`src/rtl/rgb_pwm_ctrl.sv`:
```
// Fabric controller for the iCE40UP RGB current-sink driver: register file, driver
// power-up sequencing, frame-synchronous 8-bit PWM on three channels and optional blink.
module rgb_pwm_ctrl #(
  parameter int unsigned WARM_CYCLES  = 4800,
  parameter logic [7:0]  PRESCALE_RST = 8'd0
) (
  input  logic       clk,
  input  logic       rst,
  input  logic       wr_en,
  input  logic [2:0] wr_addr,
  input  logic [7:0] wr_data,
  output logic       rgb0_pwm,
  output logic       rgb1_pwm,
  output logic       rgb2_pwm,
  output logic       curren,
  output logic       rgbleden,
  output logic       ready
);

  localparam int WW = (WARM_CYCLES > 1) ? $clog2(WARM_CYCLES + 1) : 1;
  localparam logic [WW-1:0] WARM_LAST = WW'(WARM_CYCLES - 1);

  typedef enum logic [1:0] {
    IDLE,
    WARMUP,
    ON,
    BLINK_OFF
  } state_e;

  state_e        state_q;
  logic [1:0]    ctrl_q;
  logic [7:0]    prescale_q;
  logic [7:0]    duty_q [3];
  logic [7:0]    dutyAct_q [3];
  logic [7:0]    onTime_q;
  logic [7:0]    offTime_q;
  logic [7:0]    presCnt_q;
  logic [7:0]    pwmCnt_q;
  logic [7:0]    blinkCnt_q;
  logic [WW-1:0] warmCnt_q;
  logic [2:0]    rgbPwm_q;
  logic          curren_q;
  logic          ready_q;

  logic tick_d;
  logic frameEnd_d;
  logic blinkActive_d;
  logic [8:0] blinkNext_d;

  assign tick_d        = (presCnt_q == prescale_q);
  assign frameEnd_d    = tick_d && (pwmCnt_q == 8'hFF);
  assign blinkActive_d = ctrl_q[1] && (onTime_q != 8'd0);
  assign blinkNext_d   = {1'b0, blinkCnt_q} + 9'd1;

  // Host register file; address 7 is reserved and silently dropped.
  always_ff @(posedge clk) begin
    if (rst) begin
      ctrl_q     <= 2'b00;
      prescale_q <= PRESCALE_RST;
      onTime_q   <= 8'd0;
      offTime_q  <= 8'd0;
      for (int i = 0; i < 3; i++) duty_q[i] <= 8'd0;
    end else if (wr_en) begin
      case (wr_addr)
        3'd0:    ctrl_q     <= wr_data[1:0];
        3'd1:    prescale_q <= wr_data;
        3'd2:    duty_q[0]  <= wr_data;
        3'd3:    duty_q[1]  <= wr_data;
        3'd4:    duty_q[2]  <= wr_data;
        3'd5:    onTime_q   <= wr_data;
        3'd6:    offTime_q  <= wr_data;
        default: ;
      endcase
    end
  end

  // Sequencer; every output is registered here so the driver never sees a glitch.
  always_ff @(posedge clk) begin
    if (rst || !ctrl_q[0]) begin
      state_q    <= IDLE;
      presCnt_q  <= 8'd0;
      pwmCnt_q   <= 8'd0;
      blinkCnt_q <= 8'd0;
      warmCnt_q  <= '0;
      rgbPwm_q   <= 3'b000;
      curren_q   <= 1'b0;
      ready_q    <= 1'b0;
      if (rst) begin
        for (int i = 0; i < 3; i++) dutyAct_q[i] <= 8'd0;
      end
    end else begin
      case (state_q)
        IDLE: begin
          state_q   <= WARMUP;
          warmCnt_q <= '0;
          curren_q  <= 1'b1;
          ready_q   <= 1'b0;
          rgbPwm_q  <= 3'b000;
        end
        WARMUP: begin
          rgbPwm_q <= 3'b000;
          curren_q <= 1'b1;
          if (warmCnt_q == WARM_LAST) begin
            state_q    <= ON;
            presCnt_q  <= 8'd0;
            pwmCnt_q   <= 8'd0;
            blinkCnt_q <= 8'd0;
            ready_q    <= 1'b1;
            for (int i = 0; i < 3; i++) dutyAct_q[i] <= duty_q[i];
          end else begin
            warmCnt_q <= warmCnt_q + 1'b1;
          end
        end
        ON, BLINK_OFF: begin
          curren_q <= 1'b1;
          ready_q  <= 1'b1;
          for (int i = 0; i < 3; i++) begin
            rgbPwm_q[i] <= (state_q == ON) && (pwmCnt_q < dutyAct_q[i]);
          end
          if (tick_d) begin
            presCnt_q <= 8'd0;
            pwmCnt_q  <= pwmCnt_q + 8'd1;
          end else begin
            presCnt_q <= presCnt_q + 8'd1;
          end
          // Shadow duty and blink frame counting only advance on frame boundaries.
          if (frameEnd_d) begin
            for (int i = 0; i < 3; i++) dutyAct_q[i] <= duty_q[i];
            if (state_q == ON) begin
              if (blinkActive_d) begin
                if (blinkNext_d >= {1'b0, onTime_q}) begin
                  state_q    <= BLINK_OFF;
                  blinkCnt_q <= 8'd0;
                end else begin
                  blinkCnt_q <= blinkNext_d[7:0];
                end
              end
            end else begin
              if (!ctrl_q[1] || (blinkNext_d >= {1'b0, offTime_q})) begin
                state_q    <= ON;
                blinkCnt_q <= 8'd0;
              end else begin
                blinkCnt_q <= blinkNext_d[7:0];
              end
            end
          end
        end
        default: state_q <= IDLE;
      endcase
    end
  end

  assign rgb0_pwm = rgbPwm_q[0];
  assign rgb1_pwm = rgbPwm_q[1];
  assign rgb2_pwm = rgbPwm_q[2];
  assign curren   = curren_q;
  assign rgbleden = curren_q;
  assign ready    = ready_q;

endmodule

```
`config.mk`:
```
export PLATFORM = sky130hd
export DESIGN_NAME = rgb_pwm_ctrl
export DESIGN_NICKNAME = d
export VERILOG_FILES = /design/src/rtl/rgb_pwm_ctrl.sv
export SDC_FILE = /design/constraint.sdc
export NUM_CORES = 1
export LEC_CHECK = 0
export BUFFER_PORTS_ARGS = -buffer_cell sky130_fd_sc_hd__buf_4
export CAP_MARGIN = 20
export CORE_MARGIN = 4
export CORE_UTILIZATION = 58
export CTS_BUF_LIST = sky130_fd_sc_hd__clkbuf_2
export CTS_CLUSTER_DIAMETER = 200
export DETAILED_ROUTE_END_ITERATION = 8
export HOLD_SLACK_MARGIN = 0.12
export MAX_ROUTING_LAYER = met4
export PLACE_DENSITY = 0.84
export SKIP_CTS_REPAIR_TIMING = 1
export SLEW_MARGIN = 15
export SYNTH_ARGS = -nofsm -noshare
export SYNTH_HDL_FRONTEND = slang
export SYNTH_SLANG_ARGS = --single-unit
```
`constraint.sdc`:
```
create_clock -name clk -period 2.6 [get_ports clk]
set_input_delay 0.13 -clock clk [delete_from_list [all_inputs] [get_ports clk]]
set_output_delay 0.13 -clock clk [all_outputs]
set_load 0.1 [all_outputs]
```
==> flow_summary.toml, run 1 <==
[status]
status = "finished, violations left"
violations = "setup timing"

[floorplanning]
io_pins = 20
dieArea_um2 = 11800
coreArea_um2 = 9820
start_util = 0.599
die_x_um = 109
rows = 36
dieHeight_um = 109

[detailed_routing]
drtAntennaViolNets = 0
wl_per_cell_um = 18.9
firstDrtPassIters = 5
vias_per_cell = 6.02
routed_wl_um = 15400
first_iter_violations = 437
num_vias = 4905
drc = 0

[global_routing]
grt_pass1_vias = 4373
grt_start_max_net_pins = 29
met1_usage = 0.274
grtUsageMet3 = 0.0444
grt_busiest_layer = "met2"
antenna_found_initial = 1
overflow = 0
use_met2 = 0.356
grt_use_total = 0.222
grt_first_pass_wirelength_um = 20000

[job]
max_cap_viol_count = 0

[synth]
syn_area_um2 = 5880
syn_area_per_cell_um2 = 9.90
yosysWarningCount = 0
async_reset_ff_frac = 0
synth_edf_count = 48
synthFlopType = "dfxtp_1"
ys_seq_area_frac = 0.484
ys_seq_elements = 118
netlist_instances = 594
syn_nets = 649
synth.distinct_cells = 56

[timing]
fmax_mhz = 348
setup_ws_ns = -0.275
hold_viol = 0
fin_crit_ns = 2.87
tightest_slew_ns = 0.759
finalSetupViolCount = 11
slew_headroom = 0.493
rsz0062_at_grt = "true"
final_max_slew_viol_count = 0
fin_crit_sh = 1.11
clock_skew_ns = 0.0498

[place]
dp_cells = 745
place_area_um2 = 6220
dp_hpwl_um = 8590
portBuffers = 19
post-place-ws_ns = -0.129
finalWeightedCongestion = 0.883

[clocking]
cts_buffers = 17
cts_sinks = 118
path_clk_slew_ns = 0.22
cts_tree = "yes"
htreeDepth = 4
insertion_delay_ns = 0.73
root_buffer = "clkbuf_2"
clk_path_buf_depth = 2

[setup_path]
end_kind = "flip-flop"
worst-path-max-fanout = 4
worstPathArrival_ns = 3.47
worst-endpoint-required_ns = 3.19
critPathLaunchType = "flip-flop"
worstSetupPathType = "reg -> reg"

[pwr]
p_per_area_nw_per_um2 = 477
ir_drop_v = 0.000490
p_leak_nw = 2.75

[layout]
area_delta_synth_final_pct = 19.3
design_area_um2 = 7020
fin_cells = 815
nFillCells = 647
layout-drive-gt1-share = 0.170
nNetsFinal = 723

[min_path]
hold_path.class = "in -> reg"
logic make-up (layout without fill, tap and decap cells):
family                   count (synthesis)  after routing  synth area share
XOR/XNOR                                30             30            0.0447
buffers and inverters                   59            146            0.0423
AND/OR/NAND/NOR                        231            231             0.208
adder cells (fa/ha/maj)                 41             41            0.0873
flip-flops                             118            118             0.484
other                                    0              1                 0
multiplexers                             5              5           0.00851
AO/OA/AOI/OAI                          110            110             0.126
placed cells by master (no fill, tap or decap), types with 28 or more instances in the layout:
cell | Yosys | routed
nand2_1 | 71 | 71
dfxtp_1 | 70 | 65
edfxtp_1 | 48 | 48
inv_1 | 43 | 43
a21oi_1 | 42 | 40
and2_1 | 39 | 39
ha_1 | 41 | 38
buf_4 | 5 | 37
nor2_1 | 36 | 36
dlygate4sd3_1 | 0 | 28
synth_stat cells (2+ instances only):
cell,instances,area share
a211o_1,4,0.0060
a211oi_1,8,0.010
a21o_1,8,0.010
a21oi_1,42,0.036
a31oi_1,4,0.0043
a32oi_1,5,0.0074
and2_1,39,0.041
and3_1,13,0.014
buf_4,5,0.0064
clkbuf_1,9,0.0057
dfxtp_1,70,0.24
edfxtp_1,48,0.25
ha_1,41,0.087
inv_1,43,0.027
mux2i_1,5,0.0085
nand2_1,71,0.045
nand2b_1,10,0.011
nand3_1,21,0.018
nand3b_1,4,0.0051
nand4_1,3,0.0032
nor2_1,36,0.023
nor2b_1,5,0.0053
nor3_1,4,0.0034
nor3b_1,4,0.0051
nor4_1,6,0.0064
o21a_1,2,0.0026
o21ai_0,15,0.013
o21ai_1,2,0.0017
o21bai_1,3,0.0038
o31ai_1,4,0.0051
o41ai_1,4,0.0060
or2_2,2,0.0021
or3_1,3,0.0032
xnor2_1,27,0.040
xor2_1,3,0.0045
flip-flops by register name (all words and copies together), names as in the netlist, 8 cells and up:
signal	count
dutyAct_q	24
pwmCnt_q	8
duty_q	24
blinkCnt_q	8
onTime_q	8
presCnt_q	8
offTime_q	8
prescale_q	8
warmCnt_q	13
per-stage QoR:
stage	power [mW]	util	TNS [ns]	hold slack [ns]
2_1_floorplan	2.12	-	0	0.266
3_3_place_gp	2.18	0.633	0	0.413
3_5_place_dp	2.19	0.634	-0.728	0.424
4_1_cts	3.27	0.657	-1.03	-0.360
5_1_grt	3.45	0.715	-2.37	0.226
6_report	3.35	0.715	-1.46	0.246
worst paths after layout:
path	cells after the start	start	to	slack (ns)
worst max-delay path	14	blinkCnt_q[1]$_SDFFE_PN0P_	blinkCnt_q[3]$_SDFFE_PN0P_	-0.27
worst min-delay path	4	wr_data[2]	offTime_q[2]$_SDFFE_PP0P_	0.25
worst max register to register	14	blinkCnt_q[1]$_SDFFE_PN0P_	blinkCnt_q[3]$_SDFFE_PN0P_	-0.27
worst min register to register	2	offTime_q[0]$_SDFFE_PP0P_	offTime_q[0]$_SDFFE_PP0P_	0.49
critical path, stage by stage, from the launching register on:
cell      delay, ns
dfxtp_2        0.41
nand3_1        0.11
inv_1          0.08
nand3_1        0.12
nor2_1         0.22
xnor2_1        0.18
inv_1          0.14
ha_4           0.24
nand3_1        0.08
nor2_1         0.05
a221oi_2       0.32
o21bai_4       0.21
nand4_4        0.17
buf_6          0.18
o41ai_2        0.25
area by class of cell:
type / instances / area [um^2] / share of cell area
multi-input cells: 417 / 2990 / 0.426
flip-flops and latches: 118 / 2850 / 0.407
repair buffers: 71 / 622 / 0.0886
well taps: 133 / 166 / 0.0237
inverters: 43 / 161 / 0.0230
clock inverters: 15 / 139 / 0.0198
clock buffers: 17 / 85.1 / 0.0121
diodes: 1 / 2.50 / 0.000357
layer usage:
metal | vias up | wire [um]
met3 | 89 | 1060
li1 | 2242 | -
met2 | 265 | 7580
met4 | 0 | 716
met5 | - | 0
met1 | 2309 | 6030
where the power goes:
part	leakage, nW	internal (mW)	total, mW	switching (mW)
logic	1.59	0.0785	0.195	0.117
registers	1.03	1.98	2.00	0.0225
clock network	0.132	0.292	1.15	0.856
No activity file was read; power rests on OpenSTA's default activity.
==> run 2: changes to the inputs <==
--- a/config.mk
+++ b/config.mk
@@ -8,5 +8,4 @@
 export BUFFER_PORTS_ARGS = -buffer_cell sky130_fd_sc_hd__buf_4
 export CAP_MARGIN = 20
-export CORE_MARGIN = 4
 export CORE_UTILIZATION = 58
 export CTS_BUF_LIST = sky130_fd_sc_hd__clkbuf_2
==> constraint.sdc (replaced) <==
create_clock -name clk -period 2.6 [get_ports clk]
set_input_delay 0.13 -clock clk [delete_from_list [all_inputs] [get_ports clk]]
set_output_delay 0.13 -clock clk [all_outputs]
set_load 0.005 [all_outputs]
==> flow_summary.toml, run 2 (same netlist as run 1, synthesis figures left out) <==
[global_routing]
grt_use_total = 0.246
grt_busiest_layer = "met2"
grt_first_pass_wirelength_um = 19200
met1_usage = 0.311
grtUsageMet3 = 0.0624
overflow = 0
grt_pass1_vias = 4117
use_met2 = 0.384
antenna_found_initial = 1
grt_start_max_net_pins = 29

[detailed_routing]
num_vias = 4955
drtAntennaViolNets = 0
first_iter_violations = 400
firstDrtPassIters = 5
vias_per_cell = 6.06
wl_per_cell_um = 18.8
drc = 0
routed_wl_um = 15400

[place]
portBuffers = 19
finalWeightedCongestion = 0.883
dp_hpwl_um = 8540

[floorplanning]
dieArea_um2 = 10500
io_pins = 20
rows = 36
dieHeight_um = 103
coreArea_um2 = 9820
start_util = 0.599
die_x_um = 103

[timing]
slew_headroom = 0.492
final_max_slew_viol_count = 0
clock_skew_ns = 0.0307
finalSetupViolCount = 10
rsz0062_at_grt = "true"
setup_ws_ns = -0.335
fin_tns_setup_ns = -2.36
tightest_slew_ns = 0.757
fin_crit_sh = 1.13
fmax_mhz = 341
hold_viol = 0
fin_crit_ns = 2.93

[layout]
nNetsFinal = 725
final_common_cell = "nand2_1"
layout-drive-gt1-share = 0.161
multi_input_area_um2 = 2940
nFillCells = 630
final_cell_mix = "nand2_1, dfxtp_1, edfxtp_1"
fin_util = 0.713
area_delta_synth_final_pct = 19.0
ff_latch_area_um2 = 2860
top_regs = "dutyAct_q: 24 flops, duty_q: 24 flops, warmCnt_q: 13 flops"

[pwr]
p_leak_nw = 2.74
ir_drop_v = 0.000608
p_per_area_nw_per_um2 = 483

[setup_path]
worstPathArrival_ns = 3.53
worst-endpoint-required_ns = 3.19
end_kind = "flip-flop"
critPathLaunchType = "flip-flop"
worst-path-max-fanout = 7
worstSetupPathType = "reg -> reg"

[clocking]
cts_sinks = 118
path_clk_slew_ns = 0.21
cts_tree = "yes"
htreeDepth = 4
clk_path_buf_depth = 2
cts_buffers = 17
root_buffer = "clkbuf_2"
insertion_delay_ns = 0.69

[min_path]
hold_path.class = "in -> reg"

[status]
status = "finished, violations left"
violations = "setup timing"

[job]
max_cap_viol_count = 0
[run 2: final timing paths]
| path | depth (start not counted) | endpoint | slack (ns) | startpoint |
|---|---|---|---|---|
| min | 4 | offTime_q[1]$_SDFFE_PP0P_ | 0.31 | wr_data[1] |
| max | 12 | blinkCnt_q[3]$_SDFFE_PN0P_ | -0.33 | blinkCnt_q[0]$_SDFFE_PN0P_ |
| min reg2reg | 2 | prescale_q[4]$_SDFFE_PP0P_ | 0.49 | prescale_q[4]$_SDFFE_PP0P_ |
| max reg2reg | 12 | blinkCnt_q[3]$_SDFFE_PN0P_ | -0.33 | blinkCnt_q[0]$_SDFFE_PN0P_ |
[run 2: final cells by class]
cell class                      instances  share of cell area
Multi-Input combinational cell        417               0.420
Sequential cell                       118               0.408
Timing Repair Buffer                   73              0.0926
Tap cell                              133              0.0238
Inverter                               43              0.0231
Clock inverter                         15              0.0206
Clock buffer                           17              0.0122
Antenna cell                            1            0.000358
[run 2: worst max-delay path: stages (launching register included)]
cell and delay [ns]:
dfxtp_4 0.41, ha_4 0.13, and3_4 0.19, nand3_4 0.11, xnor2_4 0.27, ha_4 0.26, a21oi_2 0.17, o21ai_1 0.12
a221oi_2 0.35, o21bai_4 0.22, nand4_4 0.20, buf_6 0.17, o41ai_2 0.24
[run 2: where the power goes]
group | switching [mW] | internal, mW
registers | 0.0218 | 1.98
logic | 0.117 | 0.0781
clock network | 0.813 | 0.369
total | 0.952 | 2.43
[run 2: per-layer routing]
layer / share of wire / vias up
met1: 0.39 / 2337
met5: 0 / -
met3: 0.069 / 91
met4: 0.053 / 0
met2: 0.49 / 284
li1: - / 2243
[run 2: per-stage QoR]
stage          hold slack (ns)  cells  power (mW)  setup WS [ns]  instance area [um^2]
3_3_place_gp             0.415    744        2.18         0.0300                  6220
6_report                 0.313    817        3.38         -0.335                  7000
3_5_place_dp             0.425    745        2.19         -0.131                  6220
2_1_floorplan            0.266    594        2.12         0.0758                  5880
5_1_grt                  0.276    817        3.48         -0.438                  7000
4_1_cts                 -0.313    777        3.32         -0.157                  6450
